## src/rtl/spi_frame_pkg.sv

```systemverilog
// Shared types and helpers for the SPI frame master: opcodes, FSM states and frame packing.
package spi_frame_pkg;

  localparam int unsigned FRAME_W = 11;
  localparam int unsigned DATA_W  = 8;

  typedef enum logic [1:0] {
    OP_WR_ADDR = 2'b00,
    OP_WR_DATA = 2'b01,
    OP_RD_ADDR = 2'b10,
    OP_RD_DATA = 2'b11
  } op_e;

  typedef enum logic [2:0] {
    StIdle,
    StShift,
    StWait,
    StCapt,
    StGap
  } state_e;

  // Bit 10 repeats op[1] so the slave sees the read/write direction first.
  function automatic logic [FRAME_W-1:0] build_frame(input op_e op,
                                                     input logic [DATA_W-1:0] data);
    logic [1:0] op_bits;
    op_bits = op;
    return {op_bits[1], op_bits, data};
  endfunction

endpackage

```

## src/rtl/spi_frame_shifter.sv

```systemverilog
// Loadable 11-bit parallel-to-serial transmit register and 8-bit serial-to-parallel
// receive register, both MSB first.
module spi_frame_shifter
  import spi_frame_pkg::*;
(
  input  logic               clk,
  input  logic               rst,
  input  logic               load,
  input  logic [FRAME_W-1:0] frame,
  input  logic               shift_en,
  input  logic               capt_en,
  input  logic               miso,
  output logic               mosi,
  output logic [DATA_W-1:0]  rx_next
);

  logic [FRAME_W-1:0] tx_q;
  logic [DATA_W-1:0]  rx_q;

  // Zero fill means MOSI falls back to 0 once the whole frame has been shifted out.
  always_ff @(posedge clk) begin
    if (rst) begin
      tx_q <= '0;
      rx_q <= '0;
    end else begin
      if (load) begin
        tx_q <= frame;
      end else if (shift_en) begin
        tx_q <= {tx_q[FRAME_W-2:0], 1'b0};
      end
      if (capt_en) begin
        rx_q <= rx_next;
      end
    end
  end

  assign rx_next = {rx_q[DATA_W-2:0], miso};
  assign mosi    = tx_q[FRAME_W-1];

endmodule

```

## src/rtl/spi_frame_master.sv

```systemverilog
// SPI master driving 11-bit command frames and capturing 8-bit read data.
// Optional op-sequence checking is enabled by defining SPI_FRAME_MASTER_SEQ_CHECK_EN.
module spi_frame_master
  import spi_frame_pkg::*;
#(
  parameter int unsigned GAP_CYCLES   = 2,
  parameter int unsigned MISO_LATENCY = 2,
  parameter int unsigned CNT_W        = 5
) (
  input  logic              clk,
  input  logic              rst,
  input  logic              cmd_valid,
  output logic              cmd_ready,
  input  logic [1:0]        cmd_op,
  input  logic [DATA_W-1:0] cmd_data,
  output logic              rsp_valid,
  output logic [DATA_W-1:0] rsp_data,
  output logic              busy,
  output logic              err,
  output logic              SS_n,
  output logic              MOSI,
  input  logic              MISO
);

  localparam logic [CNT_W-1:0] LastBit  = CNT_W'(FRAME_W - 1);
  localparam logic [CNT_W-1:0] WaitLast = CNT_W'(MISO_LATENCY - 2);
  localparam logic [CNT_W-1:0] CaptLast = CNT_W'(DATA_W - 1);
  localparam logic [CNT_W-1:0] GapLast  = CNT_W'(GAP_CYCLES - 1);

  state_e            state_q, state_d;
  logic [CNT_W-1:0]  cnt_q, cnt_d;
  op_e               op_q;
  logic              ready_q, ready_d;
  logic              busy_q, busy_d;
  logic              ss_n_q, ss_n_d;
  logic              rsp_valid_q;
  logic [DATA_W-1:0] rsp_data_q;

  logic              accept;
  logic              load, shift_en, capt_en, rsp_fire;
  logic [DATA_W-1:0] rx_next;

  assign accept = ready_q & cmd_valid;

  always_comb begin
    state_d  = state_q;
    cnt_d    = cnt_q;
    load     = 1'b0;
    shift_en = 1'b0;
    capt_en  = 1'b0;
    rsp_fire = 1'b0;
    unique case (state_q)
      StIdle: begin
        if (accept) begin
          state_d = StShift;
          cnt_d   = '0;
          load    = 1'b1;
        end
      end
      StShift: begin
        shift_en = 1'b1;
        if (cnt_q == LastBit) begin
          cnt_d = '0;
          if (op_q == OP_RD_DATA) begin
            state_d = (MISO_LATENCY > 1) ? StWait : StCapt;
          end else begin
            state_d = StGap;
          end
        end else begin
          cnt_d = cnt_q + CNT_W'(1);
        end
      end
      StWait: begin
        if (cnt_q == WaitLast) begin
          state_d = StCapt;
          cnt_d   = '0;
        end else begin
          cnt_d = cnt_q + CNT_W'(1);
        end
      end
      StCapt: begin
        capt_en = 1'b1;
        if (cnt_q == CaptLast) begin
          state_d  = StGap;
          cnt_d    = '0;
          rsp_fire = 1'b1;
        end else begin
          cnt_d = cnt_q + CNT_W'(1);
        end
      end
      StGap: begin
        if (cnt_q == GapLast) begin
          state_d = StIdle;
          cnt_d   = '0;
        end else begin
          cnt_d = cnt_q + CNT_W'(1);
        end
      end
      default: begin
        state_d = StIdle;
        cnt_d   = '0;
      end
    endcase

    // Outputs are registered from the next state so they line up with the state itself.
    ready_d = (state_d == StIdle);
    busy_d  = (state_d != StIdle);
    ss_n_d  = !(state_d inside {StShift, StWait, StCapt});
  end

  always_ff @(posedge clk) begin
    if (rst) begin
      state_q     <= StIdle;
      cnt_q       <= '0;
      op_q        <= OP_WR_ADDR;
      ready_q     <= 1'b0;
      busy_q      <= 1'b0;
      ss_n_q      <= 1'b1;
      rsp_valid_q <= 1'b0;
      rsp_data_q  <= '0;
    end else begin
      state_q     <= state_d;
      cnt_q       <= cnt_d;
      ready_q     <= ready_d;
      busy_q      <= busy_d;
      ss_n_q      <= ss_n_d;
      rsp_valid_q <= rsp_fire;
      if (load) begin
        op_q <= op_e'(cmd_op);
      end
      if (rsp_fire) begin
        rsp_data_q <= rx_next;
      end
    end
  end

  spi_frame_shifter u_shifter (
    .clk      (clk),
    .rst      (rst),
    .load     (load),
    .frame    (build_frame(op_e'(cmd_op), cmd_data)),
    .shift_en (shift_en),
    .capt_en  (capt_en),
    .miso     (MISO),
    .mosi     (MOSI),
    .rx_next  (rx_next)
  );

`ifdef SPI_FRAME_MASTER_SEQ_CHECK_EN
  logic have_last_q;
  op_e  last_op_q;
  logic err_q;
  logic seq_bad;

  always_comb begin
    seq_bad = 1'b0;
    case (op_e'(cmd_op))
      OP_WR_DATA: seq_bad = !have_last_q ||
                            !(last_op_q inside {OP_WR_ADDR, OP_WR_DATA});
      OP_RD_DATA: seq_bad = !have_last_q || (last_op_q != OP_RD_ADDR);
      default:    seq_bad = 1'b0;
    endcase
  end

  always_ff @(posedge clk) begin
    if (rst) begin
      have_last_q <= 1'b0;
      last_op_q   <= OP_WR_ADDR;
      err_q       <= 1'b0;
    end else if (accept) begin
      have_last_q <= 1'b1;
      last_op_q   <= op_e'(cmd_op);
      if (seq_bad) begin
        err_q <= 1'b1;
      end
    end
  end

  assign err = err_q;
`else
  assign err = 1'b0;
`endif

  assign cmd_ready = ready_q;
  assign busy      = busy_q;
  assign SS_n      = ss_n_q;
  assign rsp_valid = rsp_valid_q;
  assign rsp_data  = rsp_data_q;

endmodule

```

## config.mk

```make
export PLATFORM = sky130hd
export DESIGN_NAME = spi_frame_master
export DESIGN_NICKNAME = d
export VERILOG_FILES = /design/src/rtl/spi_frame_pkg.sv /design/src/rtl/spi_frame_shifter.sv /design/src/rtl/spi_frame_master.sv
export SDC_FILE = /design/constraint.sdc
export NUM_CORES = 1
export LEC_CHECK = 0
export BUFFER_PORTS_ARGS = -buffer_cell sky130_fd_sc_hd__buf_2
export CAP_MARGIN = 20
export CORE_UTILIZATION = 40
export DETAILED_ROUTE_END_ITERATION = 7
export MAX_ROUTING_LAYER = met4
export SYNTH_ARGS = -nofsm -noshare
export SYNTH_HDL_FRONTEND = slang
export SYNTH_HIERARCHICAL = 1
export SYNTH_SLANG_ARGS = --single-unit
export TNS_END_PERCENT = 5
```

## constraint.sdc

```tcl
create_clock -name clk -period 3.4 [get_ports clk]
set_input_delay 0.85 -clock clk [delete_from_list [all_inputs] [get_ports clk]]
set_output_delay 0.85 -clock clk [all_outputs]
set_load 0.02 [all_outputs]
```

=== After elaboration in Yosys (flattened, before gate mapping) ===
Cells that the tools add are included.

* Register bits: 40
* Input bits: 14
* Logic and storage cells: 52
* Output and inout port bits: 14

* Equality and inequality tests: 12
* Muxes and demuxes: 21
* Add/sub/neg operators: 1
* Reduce and logical (&&, ||, !) cells: 7
* Bitwise gates (word level): 1

{| class="wikitable"
|+ Operators with widths
! cell !! number
|-
| two-way mux 5 bit || 5
|-
| case mux 5 bit (5 select lines) || 1
|-
| two-way mux 11 bit || 2
|-
| two-way mux 3 bit || 6
|-
| case mux 3 bit (5 select lines) || 1
|-
| == test 3 x 2 -> 1 bit (second input constant) || 4
|-
| == test 3 x 1 -> 1 bit (second input constant) || 2
|-
| logical NOT 3 bit || 2
|-
| two-way mux 1 bit || 6
|-
| nonzero test 3 bit || 2
|-
| adder 5 x 1 -> 5 bit (second input constant) || 1
|-
| == test 5 x 1 -> 1 bit (second input constant) || 1
|-
| == test 5 x 3 -> 1 bit (second input constant) || 1
|-
| == test 5 x 4 -> 1 bit (second input constant) || 1
|-
| logical NOT 5 bit || 1
|-
| == test 3 bit (second input constant) || 1
|-
| == test 2 bit (second input constant) || 1
|-
| != test 2 bit (second input constant) || 1
|-
| nonzero test 2 bit || 1
|-
| AND 1 bit || 1
|-
| logical NOT 1 bit || 1
|}

=== Depth between registers and ports, before layout ===
Gate-level depths: netlist (run 1).

* Depth after elaboration: 7
* Gate-level depth with buffers: 7
* Mapped depth without buffers: 6

=== Cells and area by module ===
The synthesis (run 1) kept the hierarchy.

{| class="wikitable"
|+ By module, submodules not included
! module !! seq. area each (sq um) !! cells each !! area each (sq um) !! instances
|-
| spi_frame_master || 440.4 || 130 || 1174.9 || 1
|-
| spi_frame_shifter || 360.3 || 72 || 753.2 || 1
|}

=== Worst setup path after synthesis (run 1) ===
Ideal clock, no wire load.

* Path kind: input-to-reg
* From: input cmd_valid
* To: register cnt_q[2]
* Slack: 1.722 ns
* Data required time: 3.265 ns
* Data arrival time: 1.543 ns
* Path buffers: 0
* Stages: 4
* Library setup time: 0.135 ns
* Cells stage by stage: a2111oi_2 nor3b_1 o32ai_1 a21oi_1

* Cells in the longest elaborated chain, start to end: 2

{| class="wikitable"
|+ RTL lines
! what !! RTL line !! source
|-
| from (decl) || spi_frame_master.sv:12 || <nowiki>input logic cmd_valid,</nowiki>
|-
| AND 1 bit || spi_frame_master.sv:43 || <nowiki>assign accept = ready_q & cmd_valid;</nowiki>
|-
| != test 2 bit (no line) || -- ||
|-
| to (signal assigned) || spi_frame_master.sv:123 || <nowiki>cnt_q <= cnt_d;</nowiki>
|-
| to (decl) || spi_frame_master.sv:31 || <nowiki>logic [CNT_W-1:0] cnt_q, cnt_d;</nowiki>
|}

No other way between the ends.
A chain may end at the register's enable or synchronous reset.

=== Worst setup path after layout (run 1) ===
* From: register state_q[0]
* To: register u_shifter.tx_q[10]

* Cells in the longest elaborated chain, start to end: 3
* Elaborated cells between the ends (all ways): 6
* Classes of those cells: eq/ne: 1; mux: 3; reduce/logical: 2

{| class="wikitable"
|+ RTL lines
! what !! RTL line !! source
|-
| from (decl) || spi_frame_master.sv:30 || <nowiki>state_e state_q, state_d;</nowiki>
|-
| from (signal assigned) || spi_frame_master.sv:113 || <nowiki>state_q <= StIdle;</nowiki>
|-
| from (signal assigned) || spi_frame_master.sv:122 || <nowiki>state_q <= state_d;</nowiki>
|-
| == test 3 x 1 -> 1 bit / logical NOT 3 bit (equally long branches) || spi_frame_master.sv:52 || <nowiki>unique case (state_q)</nowiki>
|-
| two-way mux 1 bit || spi_frame_master.sv:52 ||
|-
| nonzero test 2 bit (no line) / two-way mux 11 bit (equally long branches) || -- ||
|-
| to (signal assigned) || spi_frame_shifter.sv:27 || <nowiki>tx_q <= frame;</nowiki>
|-
| to (signal assigned) || spi_frame_shifter.sv:29 || <nowiki>tx_q <= {tx_q[FRAME_W-2:0], 1'b0};</nowiki>
|-
| to (decl) || spi_frame_shifter.sv:17 || <nowiki>logic [FRAME_W-1:0] tx_q;</nowiki>
|}

Several ways; a longest one is shown, not always the timed one.

==> summary.md, run 1 <==
| Metric | Value |
|---|---|
| Flop2flop setup slack | 1.34 ns |
| Switching Fraction | 25.3% |
| Total grt overflow | 0 |
| Final hold violation count | 0 |
| GR Util met2 | 24.6% |
| Area Overhead vs Synth | 9.34% |
| Worst Hold Launch | rsp_data[4] |
| Clock group share of total power | 33.5% |
| Worst Hold Endpoint | rsp_data[4] |
| R2r worst-path depth | 4 |
| Fin worst setup slack | 1.34 ns |
| Clock Sinks | 40 |
| Pre-CTS setup slack | 1.14 ns |
| Pint | 0.666 mW |
| Starting Density | 42.8% |
| DRC violations left | 0 |
| Initial DRC count | 67 |
| Hold slack | 0.451 ns |
| Worst skew pair latency | 0.29 ns |
| Leak pwr | 0.754 nW |
| Max Cap Viol | 0 |
| Final worst path period share | 60.7% |
| M1 GR Usage | 20.8% |
| Count of cell types in the netlist | 45 |
| Post-detailed-placement half-perimeter wirelength | 2410 um |
| RR Startpoint | state_q[0] |
| GP Congestion | 0.798 |
| Prevailing post-synth register cell | dfxtp_1 |
| Clock Pin Slew Worst Setup and Hold Paths | 0.07 ns |
| Sw power | 0.226 mW |
| Cell area after placement | 2030 um^2 |
| Worst-case clock skew | 0.0101 ns |
| Slew @ Worst Pin | 0.774 ns |
| CORE AREA | 4500 um^2 |
| Ys Warns | 6 |
| Slew Limit Fails | 0 |
| Met3 usage | 5.06% |
| Die width | 71.4 um |
| Final Cell Area | 2110 um^2 |
| Sequential share of power | 56.0% |
| Post-Syn Instances | 202 |
| Mean Syn Cell Area | 9.55 um^2 |
| Max Root-Sink Buffers | 2 |
| CTS resizes | 0 |
| Setup bufs post-CTS | 0 |
| Worst EP required | 3.59 ns |
| Largest net degree at the start of global routing | 43 |
| Via count | 1,424 |
| Share of layout cells above drive strength 1 | 21.3% |
| Worst hold path depth | 2 |
| Combinational power share | 10.5% |
| I/O Buffers | 26 |
| Fin crit period | 2.06 ns |
| Cell area after synthesis | 1930 um^2 |
| Slew HR | 48.4% |
| RSZ-0062 raised after global routing | no |
| Fin Setup TNS | 0 ns |
| Reg-to-Reg End | u_shifter/tx_q[10] |
| Worst Path Arrival | 2.26 ns |
| First-pass GRT wire length | 6350 um |
| Vias per inst | 5.22 |
| Startpoint types | flop |
| Height of the chip | 71.4 um |
| CTS buffer count | 5 |
| Maximum VDD drop | 0.178 mV |
| Yosys reg bits | 40 |
| Gr usage total | 16.4% |
| Top-area cell type share of the netlist area | 41.5% |
| Grt peak-use layer | met2 |
| Drt total wl | 3590 um |
| # diodes | 0 |
| H-tree levels | 2 |
| CP Class | reg -> reg |
| Maximum fanout along the worst path | 15 |
| Crit. End Element | flop |
| Number of enable flip-flop cells after synthesis | 0 |
| FP Rows | 24 |
| Hold-fix buffers, CTS | 0 |
| Nets | 239 |
| Vias in the first global route | 1,365 |
| Worst hold path class | reg -> reg |
| Initial antenna violation count | 0 |
| Maximum clock frequency | 485 MHz |
| IO Pins | 28 |
| Setup violators final | 0 |
| Die ar. | 5100 um^2 |
| CTS tree | yes |
| Area leader, netlist | dfxtp_1 |
| Status | finished, final reports clean |
| Net Count, Synth | 220 |
| DR WL/cell | 13.1 um |
| PwrDens | 423 nW/um^2 |
| Post-DRT Antenna Nets | 0 |
| Async S/R FF share, synth | 0% |
| Post-synthesis sequential area ratio | 41.5% |
| Synth area leaders | dfxtp_1, mux2i_1, a21oi_1 |
| Root Driver | clkbuf_8 |
| First-pass DRT Iterations | 4 |
[layout make-up]
cell class              count  area [um^2]
clock inverters             2         12.5
multi-input cells         143         1010
clock buffers               5         68.8
repair buffers             27          138
fillers                   470         2400
well taps                  52         65.1
inverters                   4         15.0
flip-flops and latches     40          801
[synth_stat cells, types with 2 or more instances]
cell type  number
nand2b_1        3
buf_2           5
a21o_1          2
o32ai_1         2
nor3b_1         2
nand2_1        22
ha_1            4
clkbuf_1        3
mux2i_1        19
buf_4           3
a41oi_1         2
nor3_1          2
buf_6           4
nand3_1         3
or3b_1          2
inv_1           3
a21oi_2         3
a211oi_1       11
nor2b_1        11
dfxtp_1        40
a21oi_1        17
nor2_1         16
[power groups by stage]
stage	Sequential, mW	Clock [mW]	Combinational [mW]
finish	0.499	0.299	0.0941
detailed placement	0.511	0	0.0948
global placement	0.510	0	0.0951
floorplan	0.510	0	0.0712
CTS	0.500	0.315	0.0950
global route	0.503	0.334	0.106
[through the flow]
| stage | total power [mW] | util (%) | cells |
|---|---|---|---|
| 6_report | 0.892 | 46.8 | 273 |
| 5_1_grt | 0.942 | 46.8 | 273 |
| 4_1_cts | 0.909 | 46.8 | 273 |
| 3_5_place_dp | 0.606 | 45.0 | 266 |
| 3_3_place_gp | 0.605 | 45.0 | 266 |
| 2_1_floorplan | 0.582 | - | 202 |
[metal layers]
layer	share of wire, %	vias to the layer above
li1	-	746
met1	48	647
met2	46	27
met3	4.1	4
met4	1.1	0
met5	0	-
[worst max-delay path: stages (launching register included)]
cell and delay (ns):
dfxtp_1 0.44, nor3_1 0.34, and3_1 0.49, clkinv_1 0.39
a211oi_1 0.30
[registers in the layout, indices dropped and copies added (netlist names)]
| signal | cells |
|---|---|
| u_shifter/tx_q | 11 |
| SS_n | 1 |
| u_shifter/rx_q | 7 |
| rsp_data | 8 |
| busy | 1 |
| rsp_valid | 1 |
| cmd_ready | 1 |
| state_q | 3 |
| op_q | 2 |
| cnt_q | 5 |
[layout by cell type (no fill, tap or decap), types with 3 or more instances in the layout]
cell,n
a211oi_1,11
ha_1,4
a21oi_1,17
buf_2,26
mux2i_1,19
dfxtp_1,40
clkbuf_8,5
nor2_1,16
nand2_1,22
inv_1,3
nor2b_1,11
nand2b_1,3
a21oi_2,3
nand3_1,3
[cell families (layout without fill, tap and decap cells)]
| group | Yosys count | count (layout) | synth area share, % |
|---|---|---|---|
| AO/OA/AOI/OAI | 45 | 45 | 17.9 |
| XOR/XNOR | 2 | 2 | 0.909 |
| adder cells (fa/ha/maj) | 4 | 4 | 2.60 |
| buffers and inverters | 19 | 38 | 6.16 |
| flip-flops | 40 | 40 | 41.5 |
| multiplexers | 20 | 20 | 10.4 |
| other | 1 | 1 | 0.194 |
| AND/OR/NAND/NOR | 71 | 71 | 20.2 |
[worst max path at each step]
| stage | startpoint | endpoint | slack, ns | cells after the start |
|---|---|---|---|---|
| after detailed placement | cmd_valid | u_shifter/tx_q[10] | 1.14 | 4 |
| after CTS | state_q[0] | u_shifter/tx_q[10] | 1.30 | 4 |
| final | state_q[0] | u_shifter/tx_q[10] | 1.34 | 4 |
| after global routing | state_q[0] | u_shifter/tx_q[10] | 1.04 | 4 |
| after global placement | cmd_valid | u_shifter/tx_q[10] | 1.21 | 4 |
| after floorplan | cmd_valid | cnt_q[2] | 1.72 | 4 |
Note: power is estimated with default switching activity, not from simulation.
==> inputs of run 2 (changes only) <==
==> constraint.sdc (replaced) <==
create_clock -name clk -period 1.95 [get_ports clk]
set_input_delay 0.4875 -clock clk [delete_from_list [all_inputs] [get_ports clk]]
set_output_delay 0.4875 -clock clk [all_outputs]
set_load 0.02 [all_outputs]
==> run 2 against run 1 <==
Effect of this change:
- count of clock-buffer cells in the layout increased by 2
- highest routed layer unchanged
- critical endpoint is now cnt_q[2]
- via count increased by 0.63%
- die area unchanged
==> summary.md, run 2 (synthesis results as in run 1) <==
| Metric | Value |
|---|---|
| Via count | 1,433 (+0.63%) |
| FILL cells | 427 (-9.1%) |
| Setup bufs post-CTS | 0 (unchanged) |
| Top sig layer | met4 |
| Slew Limit Fails | 0 (unchanged) |
| Max FFs per register | 11 (unchanged) |
| Post-detailed-placement half-perimeter wirelength | 2470 um (+2.4%) |
| DRC violations left | 0 (unchanged) |
| Vias in the first global route | 1,314 (-3.7%) |
| Worst hold path class | in -> reg |
| # diodes | 0 (unchanged) |
| Vias per inst | 5.14 (-1.5%) |
| FP Rows | 24 (unchanged) |
| Clock Sinks | 40 (unchanged) |
| Largest net degree at the start of global routing | 25 (-42%) |
| Initial antenna violation count | 0 (unchanged) |
| Fin crit period | 1.71 ns (-0.356 ns) |
| Initial DRC count | 59 (-12%) |
| Total grt overflow | 0 (unchanged) |
| CP Class | reg -> reg |
| CTS buffer count | 5 (unchanged) |
| CP max stage cell | dfxtp_1 |
| Area Overhead vs Synth | 13.0% |
| Crit-path cells | nor4bb_2, a21oi_1, o32ai_1, a21oi_1 |
| Status | finished, final reports clean |
| Slew @ Worst Pin | 0.735 ns (-0.0388 ns) |
| Final worst path period share | 87.6% (+27 points) |
| GP Congestion | 0.769 (-3.6%) |
| Wire length on met2 | 1560 um (-6.4%) |
| Pre-CTS setup slack | 0.160 ns (-0.983 ns) |
| Starting Density | 42.8% (unchanged) |
| Slew HR | 50.8% (+2.4 points) |
| Share of layout cells above drive strength 1 | 24.2% (+3.0 points) |
| Die ar. | 5100 um^2 (unchanged) |
| Max Cap Viol | 0 (unchanged) |
| Final hold violation count | 0 (unchanged) |
| Worst skew pair latency | 0.29 ns (about the same) |
| Crit. End Element | flop |
| IO Pins | 28 (unchanged) |
| Worst Path Buf+Inv | 0 (-1) |
| Startpoint types | flop |
| Gr usage total | 15.8% (-0.54 points) |
| Top delay family on crit path | compound AO/OA/AOI/OAI gates |
| Clock Pin Slew Worst Setup and Hold Paths | 0.08 ns (about the same) |
| Root Driver | clkbuf_8 |
| PwrDens | 740 nW/um^2 (+75%) |
| First-pass GRT wire length | 6080 um (-4.3%) |
| CP max stage delay | 0.49 ns (about the same) |
| Most frequent cells in the layout | dfxtp_1, buf_2, nand2_1 |
| Commonest non-fill, non-tap cell in the layout | dfxtp_1 |
| Height of the chip | 71.4 um (unchanged) |
| Fin worst setup slack | 0.242 ns (-1.09 ns) |
| Drt total wl | 3530 um (-1.6%) |
| Maximum clock frequency | 586 MHz (+21%) |
| DRT met1 WL | 1790 um (+3.1%) |
| Setup violators final | 0 (unchanged) |
| Worst-case clock skew | 0.00457 ns (-0.00554 ns) |
| Die width | 71.4 um (unchanged) |
| Maximum VDD drop | 0.349 mV (+96%) |
| Nets | 244 (+2.1%) |
| I/O Buffers | 26 (unchanged) |
| DR WL met3 | 113 um (-23%) |
| CTS tree | yes |
| CORE AREA | 4500 um^2 (unchanged) |
| RSZ-0062 raised after global routing | no |
| Worst EP required | 2.11 ns (-1.48 ns) |
| Fin Setup TNS | 0 ns (unchanged) |
| Post-DRT Antenna Nets | 0 (unchanged) |
| H-tree levels | 2 (unchanged) |
| DR WL/cell | 12.6 um (-3.7%) |
| Max Root-Sink Buffers | 2 (unchanged) |
| First-pass DRT Iterations | 4 (unchanged) |
| Worst Path Arrival | 1.86 ns (-0.40 ns) |
| Largest Register | u_shifter/tx_q |
| Leak pwr | 0.789 nW (+4.5%) |
| Maximum fanout along the worst path | 9 (-6) |
| CP most frequent cell | a21oi_1 |
run 2: cell count changes in the layout (fill, tap and decap cells not counted):
cell        change
clkbuf_8        +1
clkbuf_1        +1
clkinv_1        -1
clkinv_2        -1
buf_4           +4
buf_12          +1
clkinvlp_4      +1
and3_2          +1
and3_1          -1
nor2_1          -1
nor2_2          +1
run 2: worst register-to-register path: stages (launching register included):
cell and delay (ns):
dfxtp_1 0.49, nor4bb_2 0.48, a21oi_1 0.19, o32ai_1 0.31, a21oi_1 0.10
run 2: path summary, 6_finish.rpt:
path / from / endpoint / slack, ns / depth (start not counted)
worst min register to register: rsp_data[5] / rsp_data[5] / 0.45 / 2
worst max-delay path: cnt_q[3] / cnt_q[2] / 0.24 / 4
worst max register to register: cnt_q[3] / cnt_q[2] / 0.24 / 4
worst min-delay path: MISO / rsp_data[0] / 0.44 / 3
run 2: through the flow:
| step | power, mW | area [um^2] | std cells | hold WS, ns | util [%] |
|---|---|---|---|---|---|
| after CTS | 1.64 | 2170 | 279 | 0.434 | 48.2 |
| after global placement | 1.06 | 2080 | 271 | 0.442 | 46.1 |
| after detailed placement | 1.06 | 2080 | 271 | 0.446 | 46.1 |
| after global routing | 1.70 | 2180 | 279 | 0.445 | 48.4 |
| after floorplan | 1.01 | 1930 | 202 | 0.431 | - |
| final | 1.61 | 2180 | 279 | 0.444 | 48.4 |
run 2: where the power goes:
part / leakage, nW / internal, mW / switching (mW)
registers: 0.325 / 0.847 / 0.0183
clock network: 0.0445 / 0.287 / 0.282
logic: 0.419 / 0.0796 / 0.0988
total: 0.789 / 1.21 / 0.399
run 2: repair_timing:
action / in CTS / in global routing
endpoints found under the setup margin: 0 / 10
gates resized for setup: 0 / 3
hold buffers: 0 / 0
run 2: routing by layer:
layer | global-route usage, % | up-vias
li1 | - | 751
met5 | - | -
met4 | 7.33 | 0
met2 | 23.6 | 28
met1 | 20.0 | 647
met3 | 4.22 | 7
run 2: layout make-up:
| class | instances | area (um^2) | share of cell area, % |
|---|---|---|---|
| sequential | 40 | 801 | 36.8 |
| timing repair buffer | 32 | 188 | 8.62 |
| inverter | 4 | 18.8 | 0.862 |
| clock buffer | 7 | 86.3 | 3.96 |
| tap | 52 | 65.1 | 2.99 |
| multi-input combinational | 143 | 1010 | 46.5 |
| clock inverter | 1 | 7.51 | 0.345 |
==> inputs of run 3 (changes only) <==
--- a/config.mk
+++ b/config.mk
@@ -8,8 +8,10 @@
 export BUFFER_PORTS_ARGS = -buffer_cell sky130_fd_sc_hd__buf_2
 export CAP_MARGIN = 20
 export CORE_UTILIZATION = 40
+export CTS_BUF_LIST = sky130_fd_sc_hd__clkbuf_2 sky130_fd_sc_hd__clkbuf_4 sky130_fd_sc_hd__clkbuf_8
 export DETAILED_ROUTE_END_ITERATION = 7
 export MAX_ROUTING_LAYER = met4
+export SKIP_CTS_REPAIR_TIMING = 1
 export SYNTH_ARGS = -nofsm -noshare
 export SYNTH_HDL_FRONTEND = slang
 export SYNTH_HIERARCHICAL = 1
==> run 3 against run 2 <==
Effect of this change:
- clock power grew 3%
- flip-flop and latch count is the same
- register-to-register slack hardly changed
- clock skew barely moved
- first-iteration DRC count is 15% lower
- count of clock-buffer cells in the layout stayed put
- maximum frequency is essentially flat
- cell area up 0.17%
- global-route usage is the same
- sequential power hardly changed
==> summary.md, run 3 (synthesis results as in run 1) <==
| Metric | Value |
|---|---|
| RSZ-0062 raised after global routing | no |
| DRC violations left | 0 (unchanged) |
| Share of layout cells above drive strength 1 | 24.7% (+0.44 points) |
| Setup violators final | 0 (unchanged) |
| FP Rows | 24 (unchanged) |
| Nets | 244 (unchanged) |
| Clock Pin Slew Worst Setup and Hold Paths | 0.08 ns (about the same) |
| CP most frequent cell | a21oi_1 |
| Slew @ Worst Pin | 0.735 ns (+0.00000113 ns) |
| Largest net degree at the start of global routing | 25 (unchanged) |
| FILL cells | 427 (unchanged) |
| DR WL/cell | 12.7 um (+0.26%) |
| Max Cap Viol | 0 (unchanged) |
| Startpoint types | flop |
| CP Class | reg -> reg |
| Worst hold path class | in -> reg |
| CTS buffer count | 5 (unchanged) |
| IO Pins | 28 (unchanged) |
| Initial DRC count | 50 (-15%) |
| GP Congestion | 0.769 (unchanged) |
| Die ar. | 5100 um^2 (unchanged) |
| Maximum fanout along the worst path | 9 (unchanged) |
| Root Driver | clkbuf_8 |
| CP max stage delay | 0.49 ns (about the same) |
| Flop2flop setup slack | 0.24 ns (about the same) |
| Placed cell count | 271 (unchanged) |
| CTS tree | yes |
| Clock Sinks | 40 (unchanged) |
| Fin crit period | 1.71 ns (+0.000713 ns) |
| Commonest non-fill, non-tap cell in the layout | dfxtp_1 |
| Crit-path cells | nor4bb_2, a21oi_1, o32ai_1, a21oi_1 |
| Status | finished, final reports clean |
| Final worst path period share | 87.6% (about the same) |
| Maximum VDD drop | 0.370 mV (+6.1%) |
| Maximum clock frequency | 585 MHz (about the same) |
| # diodes | 0 (unchanged) |
| Max FFs per register | 11 (unchanged) |
| Area Overhead vs Synth | 13.2% |
| Worst-case clock skew | 0.00473 ns (+0.000163 ns) |
| PwrDens | 746 nW/um^2 (+0.78%) |
| Gr usage total | 15.8% (unchanged) |
| Vias per inst | 5.14 (unchanged) |
| Most frequent cells in the layout | dfxtp_1, buf_2, nand2_1 |
| Slew HR | 50.8% (about the same) |
| Drt total wl | 3540 um (+0.26%) |
| Final Non-Filler Cells | 279 (unchanged) |
| Initial antenna violation count | 0 (unchanged) |
| Core Util, Final | 48.4% (+0.083 points) |
| Starting Density | 42.8% (unchanged) |
| Max Root-Sink Buffers | 2 (unchanged) |
| CORE AREA | 4500 um^2 (unchanged) |
| Largest Register | u_shifter/tx_q |
| Final hold violation count | 0 (unchanged) |
| Post-detailed-placement half-perimeter wirelength | 2470 um (unchanged) |
| CP max stage cell | dfxtp_1 |
| Slew Limit Fails | 0 (unchanged) |
| Leak pwr | 0.792 nW (+0.43%) |
| Worst EP required | 2.11 ns (about the same) |
| Final Cell Area | 2180 um^2 (+0.17%) |
| Crit. End Element | flop |
| I/O Buffers | 26 (unchanged) |
| Via count | 1,433 (unchanged) |
| Vias in the first global route | 1,316 (+0.15%) |
| Total grt overflow | 0 (unchanged) |
| First-pass GRT wire length | 6080 um (unchanged) |
| Cell area after placement | 2080 um^2 (unchanged) |
| First-pass DRT Iterations | 4 (unchanged) |
| Die width | 71.4 um (unchanged) |
| Fin Setup TNS | 0 ns (unchanged) |
| Worst Path Arrival | 1.86 ns (about the same) |
| Post-DRT Antenna Nets | 0 (unchanged) |
| Height of the chip | 71.4 um (unchanged) |
| H-tree levels | 2 (unchanged) |
| Total power | 1.63 mW (+0.95%) |
| Worst skew pair latency | 0.29 ns (about the same) |
## run 3: cell count changes in the layout (fill, tap and decap cells not counted)
cell,change
clkbuf_4,+1
clkbuf_1,-1
## run 3: area by class of cell
class                      count  area [um^2]  area share (%)
multi-input combinational    143         1010            46.4
sequential                    40          801            36.7
timing repair buffer          32          188            8.60
clock buffer                   7         90.1            4.13
tap                           52         65.1            2.98
inverter                       4         18.8           0.860
clock inverter                 1         7.51           0.344
## run 3: final timing paths
kind / depth (start not counted) / start / end
setup reg to reg: 4 / cnt_q[3] / cnt_q[2]
hold reg to reg: 2 / rsp_data[0] / rsp_data[0]
hold / removal: 3 / MISO / rsp_data[0]
setup / recovery: 4 / cnt_q[3] / cnt_q[2]
## run 3: metal layers
metal / vias up / GRT usage (%) / share of wire [%]
met5: - / - / 0
met4: 0 / 7.33 / 2.0
met3: 7 / 4.22 / 3.2
met2: 28 / 23.7 / 44
met1: 648 / 19.9 / 51
li1: 750 / - / -
## run 3: worst max-delay path, delay by kind of cell (launching register included)
family             cells  cell delay [ns]
AOI/OAI and AO/OA      3             0.60
DFF                    1             0.49
and+or+nand+nor        1             0.48
## run 3: power by group
part / switching (mW) / leakage (nW) / internal [mW]
logic: 0.0987 / 0.419 / 0.0796
clock network: 0.283 / 0.0479 / 0.301
registers: 0.0183 / 0.325 / 0.847
## run 3: stage by stage
step | hold WS (ns) | setup slack, ns
2_1_floorplan | 0.431 | 0.356
3_3_place_gp | 0.442 | 0.174
3_5_place_dp | 0.446 | 0.160
4_1_cts | 0.434 | 0.120
5_1_grt | 0.446 | 0.0548
6_report | 0.444 | 0.242
